===== config.mk =====
export PLATFORM = sky130hd
export DESIGN_NAME = reg_scoreboard_flat
export DESIGN_NICKNAME = d
export VERILOG_FILES = /design/src/rtl/reg_scoreboard_if.sv /design/src/rtl/reg_scoreboard.sv /design/src/flat_wrapper.sv
export SDC_FILE = /design/constraint.sdc
export NUM_CORES = 1
export LEC_CHECK = 0
export BUFFER_PORTS_ARGS = -buffer_cell sky130_fd_sc_hd__buf_2
export CORE_MARGIN = 5
export CORE_UTILIZATION = 60
export DETAILED_ROUTE_END_ITERATION = 8
export PLACE_DENSITY = 0.8
export RECOVER_POWER = 100
export SKIP_CTS_REPAIR_TIMING = 1
export SYNTH_ARGS = -nofsm -noshare
export SYNTH_HDL_FRONTEND = slang
export SYNTH_SLANG_ARGS = --single-unit

===== constraint.sdc =====
create_clock -name clk_i -period 15.3 [get_ports clk_i]
set_clock_uncertainty 0.1 [all_clocks]
set_input_delay 4.59 -clock clk_i [delete_from_list [all_inputs] [get_ports clk_i]]
set_output_delay 4.59 -clock clk_i [all_outputs]
set_load 0.02 [all_outputs]

===== src/rtl/reg_scoreboard_if.sv =====
// Issue/writeback/flush bundle between the ID/WB stages and the register scoreboard.
// The master side drives the stage inputs; the slave side (the scoreboard) returns stall and status.
interface reg_scoreboard_if;
  logic        flush_i;
  logic        issue_valid_i;
  logic [4:0]  issue_rs_i;
  logic [4:0]  issue_rt_i;
  logic        issue_use_rs_i;
  logic        issue_use_rt_i;
  logic        issue_we_i;
  logic [4:0]  issue_rd_i;
  logic        wb_we_i;
  logic [4:0]  wb_rd_i;
  logic        issue_stall_o;
  logic [31:0] busy_vec_o;
  logic [6:0]  inflight_o;
  logic        err_o;

  modport master (
    output flush_i, issue_valid_i, issue_rs_i, issue_rt_i, issue_use_rs_i,
           issue_use_rt_i, issue_we_i, issue_rd_i, wb_we_i, wb_rd_i,
    input  issue_stall_o, busy_vec_o, inflight_o, err_o
  );

  modport slave (
    input  flush_i, issue_valid_i, issue_rs_i, issue_rt_i, issue_use_rs_i,
           issue_use_rt_i, issue_we_i, issue_rd_i, wb_we_i, wb_rd_i,
    output issue_stall_o, busy_vec_o, inflight_o, err_o
  );
endinterface


===== src/rtl/reg_scoreboard.sv =====
// Per-GPR pending-write counters between issue and writeback; stalls issue on RAW hazards
// and on counter saturation. $0 is never tracked.
module reg_scoreboard #(
  parameter int CNT_W     = 2,
  parameter int BYPASS_WB = 1
) (
  input logic             clk_i,
  input logic             rst_i,
  reg_scoreboard_if.slave sb
);
  localparam logic [CNT_W-1:0] CNT_MAX = '1;
  localparam logic [CNT_W-1:0] CNT_ONE = CNT_W'(1);

  logic [CNT_W-1:0] cnt_q [0:31];
  logic [CNT_W-1:0] cnt_d [0:31];
  logic [6:0]       inflight_q, inflight_d;
  logic             err_q, err_d;

  logic [31:0] pend_vec;
  logic [31:0] busy_vec;
  logic        full_rd;
  logic        stall;
  logic        accept;
  logic        inc_any;
  logic        dec_any;
  logic        err_hit;

  // A source whose last pending write retires this cycle is served by the WB forwarding path.
  always_comb begin
    pend_vec = '0;
    busy_vec = '0;
    for (int r = 1; r < 32; r++) begin
      busy_vec[r] = (cnt_q[r] != '0);
      pend_vec[r] = (cnt_q[r] != '0) &&
                    !((BYPASS_WB != 0) && sb.wb_we_i && (sb.wb_rd_i == 5'(r)) &&
                      (cnt_q[r] == CNT_ONE));
    end
  end

  always_comb begin
    full_rd = sb.issue_we_i && (sb.issue_rd_i != 5'd0) &&
              (cnt_q[sb.issue_rd_i] == CNT_MAX) &&
              !(sb.wb_we_i && (sb.wb_rd_i == sb.issue_rd_i));
    stall   = sb.issue_valid_i &&
              ((sb.issue_use_rs_i && pend_vec[sb.issue_rs_i]) ||
               (sb.issue_use_rt_i && pend_vec[sb.issue_rt_i]) ||
               full_rd);
    accept  = sb.issue_valid_i && !stall && !sb.flush_i;
    inc_any = accept && sb.issue_we_i && (sb.issue_rd_i != 5'd0);
    dec_any = sb.wb_we_i && (sb.wb_rd_i != 5'd0) && (cnt_q[sb.wb_rd_i] != '0);
    // Retiring an idle register is an error unless an issue to it lands in the same cycle.
    err_hit = sb.wb_we_i && (sb.wb_rd_i != 5'd0) && (cnt_q[sb.wb_rd_i] == '0) &&
              !(inc_any && (sb.issue_rd_i == sb.wb_rd_i)) && !sb.flush_i;
  end

  always_comb begin
    for (int r = 0; r < 32; r++) begin
      cnt_d[r] = cnt_q[r];
      if (sb.flush_i) begin
        cnt_d[r] = '0;
      end else if (inc_any && (sb.issue_rd_i == 5'(r)) &&
                   !(dec_any && (sb.wb_rd_i == 5'(r)))) begin
        cnt_d[r] = cnt_q[r] + CNT_ONE;
      end else if (dec_any && (sb.wb_rd_i == 5'(r)) &&
                   !(inc_any && (sb.issue_rd_i == 5'(r)))) begin
        cnt_d[r] = cnt_q[r] - CNT_ONE;
      end
    end
    if (sb.flush_i) begin
      inflight_d = '0;
    end else begin
      inflight_d = inflight_q + 7'(inc_any) - 7'(dec_any);
    end
    err_d = err_q || err_hit;
  end

  always_ff @(posedge clk_i or negedge rst_i) begin
    if (!rst_i) begin
      for (int r = 0; r < 32; r++) begin
        cnt_q[r] <= '0;
      end
      inflight_q <= '0;
      err_q      <= 1'b0;
    end else begin
      for (int r = 0; r < 32; r++) begin
        cnt_q[r] <= cnt_d[r];
      end
      inflight_q <= inflight_d;
      err_q      <= err_d;
    end
  end

  assign sb.issue_stall_o = stall;
  assign sb.busy_vec_o    = busy_vec;
  assign sb.inflight_o    = inflight_q;
  assign sb.err_o         = err_q;
endmodule


===== src/flat_wrapper.sv =====
// flat-port wrapper written by rule: the top's interface ports become plain ports
module reg_scoreboard_flat 
#(
  parameter int CNT_W     = 2,
  parameter int BYPASS_WB = 1
)
  (clk_i, rst_i, sb_flush_i, sb_issue_valid_i, sb_issue_rs_i, sb_issue_rt_i, sb_issue_use_rs_i, sb_issue_use_rt_i, sb_issue_we_i, sb_issue_rd_i, sb_wb_we_i, sb_wb_rd_i, sb_issue_stall_o, sb_busy_vec_o, sb_inflight_o, sb_err_o);
  reg_scoreboard_if sb_i ();
  input logic clk_i;
  input logic rst_i;
  input wire logic [$bits(sb_i.flush_i)-1:0] sb_flush_i;
  input wire logic [$bits(sb_i.issue_valid_i)-1:0] sb_issue_valid_i;
  input wire logic [$bits(sb_i.issue_rs_i)-1:0] sb_issue_rs_i;
  input wire logic [$bits(sb_i.issue_rt_i)-1:0] sb_issue_rt_i;
  input wire logic [$bits(sb_i.issue_use_rs_i)-1:0] sb_issue_use_rs_i;
  input wire logic [$bits(sb_i.issue_use_rt_i)-1:0] sb_issue_use_rt_i;
  input wire logic [$bits(sb_i.issue_we_i)-1:0] sb_issue_we_i;
  input wire logic [$bits(sb_i.issue_rd_i)-1:0] sb_issue_rd_i;
  input wire logic [$bits(sb_i.wb_we_i)-1:0] sb_wb_we_i;
  input wire logic [$bits(sb_i.wb_rd_i)-1:0] sb_wb_rd_i;
  output wire logic [$bits(sb_i.issue_stall_o)-1:0] sb_issue_stall_o;
  output wire logic [$bits(sb_i.busy_vec_o)-1:0] sb_busy_vec_o;
  output wire logic [$bits(sb_i.inflight_o)-1:0] sb_inflight_o;
  output wire logic [$bits(sb_i.err_o)-1:0] sb_err_o;
  assign sb_i.flush_i = sb_flush_i;
  assign sb_i.issue_valid_i = sb_issue_valid_i;
  assign sb_i.issue_rs_i = sb_issue_rs_i;
  assign sb_i.issue_rt_i = sb_issue_rt_i;
  assign sb_i.issue_use_rs_i = sb_issue_use_rs_i;
  assign sb_i.issue_use_rt_i = sb_issue_use_rt_i;
  assign sb_i.issue_we_i = sb_issue_we_i;
  assign sb_i.issue_rd_i = sb_issue_rd_i;
  assign sb_i.wb_we_i = sb_wb_we_i;
  assign sb_i.wb_rd_i = sb_wb_rd_i;
  assign sb_issue_stall_o = sb_i.issue_stall_o;
  assign sb_busy_vec_o = sb_i.busy_vec_o;
  assign sb_inflight_o = sb_i.inflight_o;
  assign sb_err_o = sb_i.err_o;
  reg_scoreboard #(.CNT_W(CNT_W), .BYPASS_WB(BYPASS_WB)) u_core (.clk_i(clk_i), .rst_i(rst_i), .sb(sb_i));
endmodule

==> impl_metrics.py, run 1 <==
metrics = {
    "timing": {
        "setup-tns-final_ns": 0,
        "whs_ns": 0.4105,
        "slew_headroom": -1.755,
        "maxSlewViolCount": 181,
        "grt_setup_unrepaired": "no",
        "hold_violations": 0,
        "fin_crit_sh": 0.8802,
        "finalSetupViolations": 0,
        "min_period_ns": 13.47,
        "worstMarginPinSlew_ns": 4.133,
        "maxClockFrequency_mhz": 74.25,
    },
    "grt": {
        "grt_use_total": 0.3204,
        "grt_pass1_wl_um": 40560,
        "grt_max_degree": 73,
        "grt-ovfl-total": 0,
        "antenna_found_initial": 0,
        "first_global_vias": 7321,
    },
    "power": {
        "leakagePower_uw": 0.003548,
        "cellPowerDensity_mw_per_mm2": 71.12,
        "worst_ir_drop_vdd_v": 0.00009715,
        "p_total_uw": 610.4,
    },
    "yosys": {
        "synth_cell_type_count": 82,
        "ys_seq_elements": 72,
        "ys_warn_count": 0,
        "avgSynthCellArea_um2": 8.217,
        "synth_cells": 989,
        "synth-seq-area-share": 0.2217,
        "synth-main-ff-cell": "dfrtp_1",
        "synth_nets": 1087,
        "async_flop_share": 1.000,
        "synth_area_mm2": 0.008127,
        "synth_edf_count": 0,
    },
    "critical_path": {
        "crit_fanout": 34,
        "cp_slowest_cell": "clkbuf_1",
        "crit_type": "in2out",
        "crit_path_start_kind": "input port",
        "path_cells": "clkbuf_1 > nor2b_1 > a31oi_1 > a2111oi_0 > or4_1 > a311o_1 > and3_1 > buf_4 > a21boi_0 > buf_2",
        "crit_path_end_kind": "primary output",
        "cpPeakStageDelay_ns": 1.34,
        "crit_required_ns": 10.61,
        "cp.arrival_ns": 8.78,
    },
    "clocking": {
        "cts_sinks": 72,
        "cts_buffer_depth": 2,
        "cts_max_level": 3,
        "cts_tree": "built",
        "clock-root-buffer": "clkbuf_16",
        "path_clk_slew_ns": 0.07,
        "clkLatencyLatePin_ns": 0.36,
        "numCtsBuffers": 9,
    },
    "min_path": {
        "hp-class": "reg2reg",
    },
    "finish": {
        "n_antenna_cell": 0,
        "drive_above_1_share": 0.09980,
        "regArea_mm2": 0.001802,
        "fillers": 1172,
        "multiInputGateArea_mm2": 0.005487,
        "finish.utilization": 0.6481,
        "nets": 1095,
        "area_delta_synth_final_pct": 5.620,
    },
    "placed_design": {
        "place_congestion": 1.045,
        "numPortBuffers": 67,
        "dp_hpwl_um": 19400,
    },
    "drt": {
        "drc": 0,
        "antenna_left": 0,
        "vias": 7891,
        "first_pass_iters": 7,
        "viasPerCell": 6.699,
        "drt_iter0_drc": 1187,
        "wl_um": 25980,
        "wl_per_cell_um": 22.06,
    },
    "floorplanning": {
        "ios": 69,
        "die_height_um": 126.4,
        "core_mm2": 0.01324,
        "die_w_um": 126.4,
        "rows": 42,
        "dieArea_mm2": 0.01597,
        "start_util": 0.6137,
    },
    "flow_run": {
        "max_cap_violations": 3,
    },
    "run_status": {
        "violations": "max-capacitance violations, max-slew violations",
        "run_status": "finished with violations",
    },
}
-- flip-flops by register name, indices dropped and copies added (netlist names) --
register	cells
u_core.cnt_q	64
u_core.sb.err_o	1
u_core.sb.inflight_o	7
-- kinds of logic after synthesis --
| logic type | synth area share |
|---|---|
| and+or+nand+nor | 0.2329 |
| buffers and inverters | 0.1010 |
| AOI/OAI and AO/OA | 0.1595 |
| adders and majority gates | 0.1125 |
| DFF | 0.2217 |
| muxes | 0.1044 |
| xor gates and xnor gates | 0.06744 |
| other | 0.0004615 |
-- routing by layer --
| metal | global-route usage | routed length [µm] | vias to the layer above |
|---|---|---|---|
| met5 | 0 | 0 | - |
| met4 | 0.1035 | 1024 | 0 |
| met3 | 0.08491 | 3061 | 98 |
| met2 | 0.4844 | 11290 | 521 |
| met1 | 0.4476 | 10610 | 3738 |
| li1 | - | - | 3534 |
-- final cells by class --
class	instances	area share
Clock inverter	6	0.01050
Clock buffer	10	0.02784
Tap cell	176	0.02566
Multi-Input combinational cell	726	0.6392
Sequential cell	72	0.2099
Timing Repair Buffer	70	0.03528
Inverter	118	0.05160
-- cells in the mapped netlist, types with 9 or more instances --
library cell    n  area, µm²
a31oi_1        32      200.2
nand3_1        30      150.1
xor2_1          9      78.83
ha_1           69      863.3
nand2_1        66      247.7
nor2b_1        10      62.56
clkbuf_1       35      131.4
o21ai_0        24      120.1
buf_2          17      85.08
mux4_2         17      382.9
nor3_1         28      140.1
and4_1         17      148.9
nand4_1        18      112.6
or3_1           9      56.30
mux2_2         12      135.1
a311oi_1       22      192.7
a21oi_1        32      160.2
nand2b_1       19      118.9
mux2i_1        33      330.3
and3_1         24      150.1
inv_1         116      435.4
dfrtp_1        72       1802
xnor2_1        51      446.7
nor2_1         74      277.8
-- worst max-delay path: cells and delay by family --
family / cells / cell delay (ns)
buffers and inverters: 3 / 1.78
AOI/OAI and AO/OA: 4 / 1.09
and+or+nand+nor: 3 / 1.28
-- power breakdown --
part | switching [µW] | internal [µW] | total [µW] | leakage [µW]
Clock | 93.4 | 148 | 241 | 0.000159
Sequential | 8.63 | 199 | 208 | 0.000993
Combinational | 103 | 58.0 | 161 | 0.00240
-- cell usage in the layout, fill, tap and decap left out, types with 18 or more instances in the layout --
| master | instances |
|---|---|
| clkbuf_1 | 42 |
| nand3_1 | 32 |
| and4_1 | 18 |
| nand4_1 | 18 |
| a31oi_1 | 32 |
| nand2_1 | 66 |
| mux2i_1 | 33 |
| inv_1 | 117 |
| buf_2 | 26 |
| a311oi_1 | 22 |
| nor2_1 | 74 |
| a21oi_1 | 33 |
| dfrtp_1 | 72 |
| nand2b_1 | 19 |
| nor3_1 | 27 |
| ha_1 | 69 |
| and3_1 | 24 |
| xnor2_1 | 51 |
| o21ai_0 | 24 |
-- worst paths after layout --
check                                 from                      end  slack, ns  depth (start not counted)
max reg2reg                u_core.cnt_q[9]  u_core.sb.inflight_o[6]       9.81                         21
max in group asynchronous            rst_i          u_core.cnt_q[2]       7.21                          1
min in group asynchronous            rst_i  u_core.sb.inflight_o[2]       5.58                          1
max                          sb_wb_rd_i[1]         sb_issue_stall_o       1.83                         10
min                        u_core.sb.err_o          u_core.sb.err_o       0.41                          2
min reg2reg                u_core.sb.err_o          u_core.sb.err_o       0.41                          2
-- metrics by stage --
step                      area [µm²]  setup WS (ns)  instances
final                           8583          1.832       1178
after global placement          8334          2.959       1162
after detailed placement        8334          2.921       1162
after floorplan                 8127          3.327        989
after global routing            8583          1.609       1178
after CTS                       8663          2.913       1178
Note: power is estimated with default switching activity, not from simulation.
==> run 2: changes to the inputs <==
--- a/config.mk
+++ b/config.mk
@@ -10,7 +10,6 @@
 export CORE_UTILIZATION = 60
 export DETAILED_ROUTE_END_ITERATION = 8
 export PLACE_DENSITY = 0.8
-export RECOVER_POWER = 100
 export SKIP_CTS_REPAIR_TIMING = 1
 export SYNTH_ARGS = -nofsm -noshare
 export SYNTH_HDL_FRONTEND = slang
==> run 2 against run 1 <==
  * The run now ends clean
  * Sequential cell count stayed put
  * Critical path depth stayed put
  * Final area is 0.93% higher
  * Cell count stayed put
  * Total power is 0.47% higher
  * Maximum frequency is 7.5% higher
  * Global-route usage stayed put
  * Via count is 0.16% higher
  * Critical endpoint unchanged
==> impl_metrics.py, run 2 (synthesized netlist as in run 1, its figures left out) <==
metrics = {
    "critical_path": {
        "r2r_slack_ns": 10.43,
        "crit_required_ns": 10.61,
        "timing.rr.start": "u_core.cnt_q[9]",
        "crit_fanout": 34,
        "crit_path_start_kind": "input port",
        "r2r_end": "u_core.sb.inflight_o[6]",
        "cp-startpoint": "sb_wb_rd_i[1]",
        "cp.arrival_ns": 7.83,
        "crit_type": "in2out",
        "crit_path_end_kind": "primary output",
        "worstRegToRegCells": 21,
        "endpoint": "sb_issue_stall_o",
    },
    "finish": {
        "layout_common_cells": "116 x inv_1, 74 x nor2_1, 72 x dfrtp_1, 69 x ha_1",
        "top_register": "u_core.cnt_q",
        "area_delta_synth_final_pct": 6.605,
        "n_antenna_cell": 0,
        "nets": 1095,
        "finish.utilization": 0.6542,
        "final_common_cell": "inv_1",
        "drive_above_1_share": 0.1487,
        "largest_reg_flops": 64,
        "fin_cells": 1178,
        "fin_area_mm2": 0.008663,
    },
    "grt": {
        "grt-ovfl-total": 0,
        "antenna_found_initial": 0,
        "grt_pass1_wl_um": 40560,
        "first_global_vias": 7321,
        "grt_use_total": 0.3204,
        "grt_max_degree": 73,
    },
    "drt": {
        "wl_um": 26030,
        "vias": 7904,
        "viasPerCell": 6.710,
        "antenna_left": 0,
        "drt_iter0_drc": 1296,
        "wl_per_cell_um": 22.10,
        "first_pass_iters": 8,
        "drc": 0,
    },
    "floorplanning": {
        "core_mm2": 0.01324,
        "start_util": 0.6137,
        "die_w_um": 126.4,
        "dieArea_mm2": 0.01597,
        "ios": 69,
        "die_height_um": 126.4,
        "rows": 42,
    },
    "power": {
        "worst_ir_drop_vdd_v": 0.00009733,
        "cellPowerDensity_mw_per_mm2": 70.79,
        "leakagePower_uw": 0.003723,
    },
    "timing": {
        "min_period_ns": 12.52,
        "slew_headroom": 0.2420,
        "grt_setup_unrepaired": "no",
        "setup-tns-final_ns": 0,
        "worstMarginPinSlew_ns": 1.131,
        "finalSetupViolations": 0,
        "maxSlewViolCount": 0,
        "fin_crit_sh": 0.8185,
        "worst_slack_ns": 2.777,
        "maxClockFrequency_mhz": 79.85,
        "hold_violations": 0,
    },
    "clocking": {
        "cts_buffer_depth": 2,
        "cts_sinks": 72,
        "numCtsBuffers": 9,
        "cts_tree": "built",
        "clkLatencyLatePin_ns": 0.36,
        "path_clk_slew_ns": 0.06,
        "clock-root-buffer": "clkbuf_16",
        "cts_max_level": 3,
    },
    "flow_run": {
        "max_cap_violations": 0,
    },
    "placed_design": {
        "dp_hpwl_um": 19400,
        "place_congestion": 1.045,
        "place_ws_ns": 2.921,
        "numPortBuffers": 67,
        "dpl_cell_area_mm2": 0.008334,
        "dp_cells": 1162,
    },
    "run_status": {
        "run_status": "finished, final reports clean",
    },
    "min_path": {
        "hold_depth": 2,
        "hp-class": "reg2reg",
    },
}
run 2: final cells by class:
type / count / area (µm²)
repair buffers: 70 / 360.3
inverters: 118 / 442.9
clock inverters: 6 / 90.09
clock buffers: 10 / 239.0
well taps: 176 / 220.2
multi-input cells: 726 / 5509
flip-flops and latches: 72 / 1802
fillers: 1140 / 4579
run 2: worst max-delay path, stage by stage:
cell	delay [ns]
buf_2	0.62
nor2b_1	0.72
a31oi_1	0.24
mux4_2	0.52
a21boi_0	0.20
o211ai_1	0.16
nand2_1	0.11
buf_4	0.30
a21boi_0	0.16
buf_2	0.19
run 2: worst min-delay path by stage:
stage	endpoint	startpoint	slack, ns
3_3_place_gp	u_core.sb.err_o	u_core.sb.err_o	0.38
4_1_cts	u_core.sb.err_o	u_core.sb.err_o	0.41
3_5_place_dp	u_core.sb.err_o	u_core.sb.err_o	0.39
2_1_floorplan	u_core.cnt_q[63]	u_core.cnt_q[63]	0.39
6_report	u_core.sb.err_o	u_core.sb.err_o	0.41
5_1_grt	u_core.sb.err_o	u_core.sb.err_o	0.44
run 2: power by group:
part,leakage [µW],internal [µW],switching (µW)
Sequential,0.000993,199,8.55
Combinational,0.00257,60.5,104
Clock,0.000159,148,93.4
Total,0.00372,408,206
run 2: stage by stage:
step	power, µW	hold slack, ns
after floorplan	329.6	0.3873
after global placement	367.5	0.3849
after detailed placement	371.9	0.3934
after CTS	609.9	0.4089
after global routing	639.2	0.4413
final	613.3	0.4089
run 2: layer usage:
metal | GRT usage | wire length (µm) | share of wire
met2 | 0.4844 | 11380 | 0.44
met5 | 0 | 0 | 0
met3 | 0.08491 | 3108 | 0.12
met1 | 0.4476 | 10650 | 0.41
met4 | 0.1035 | 894 | 0.034
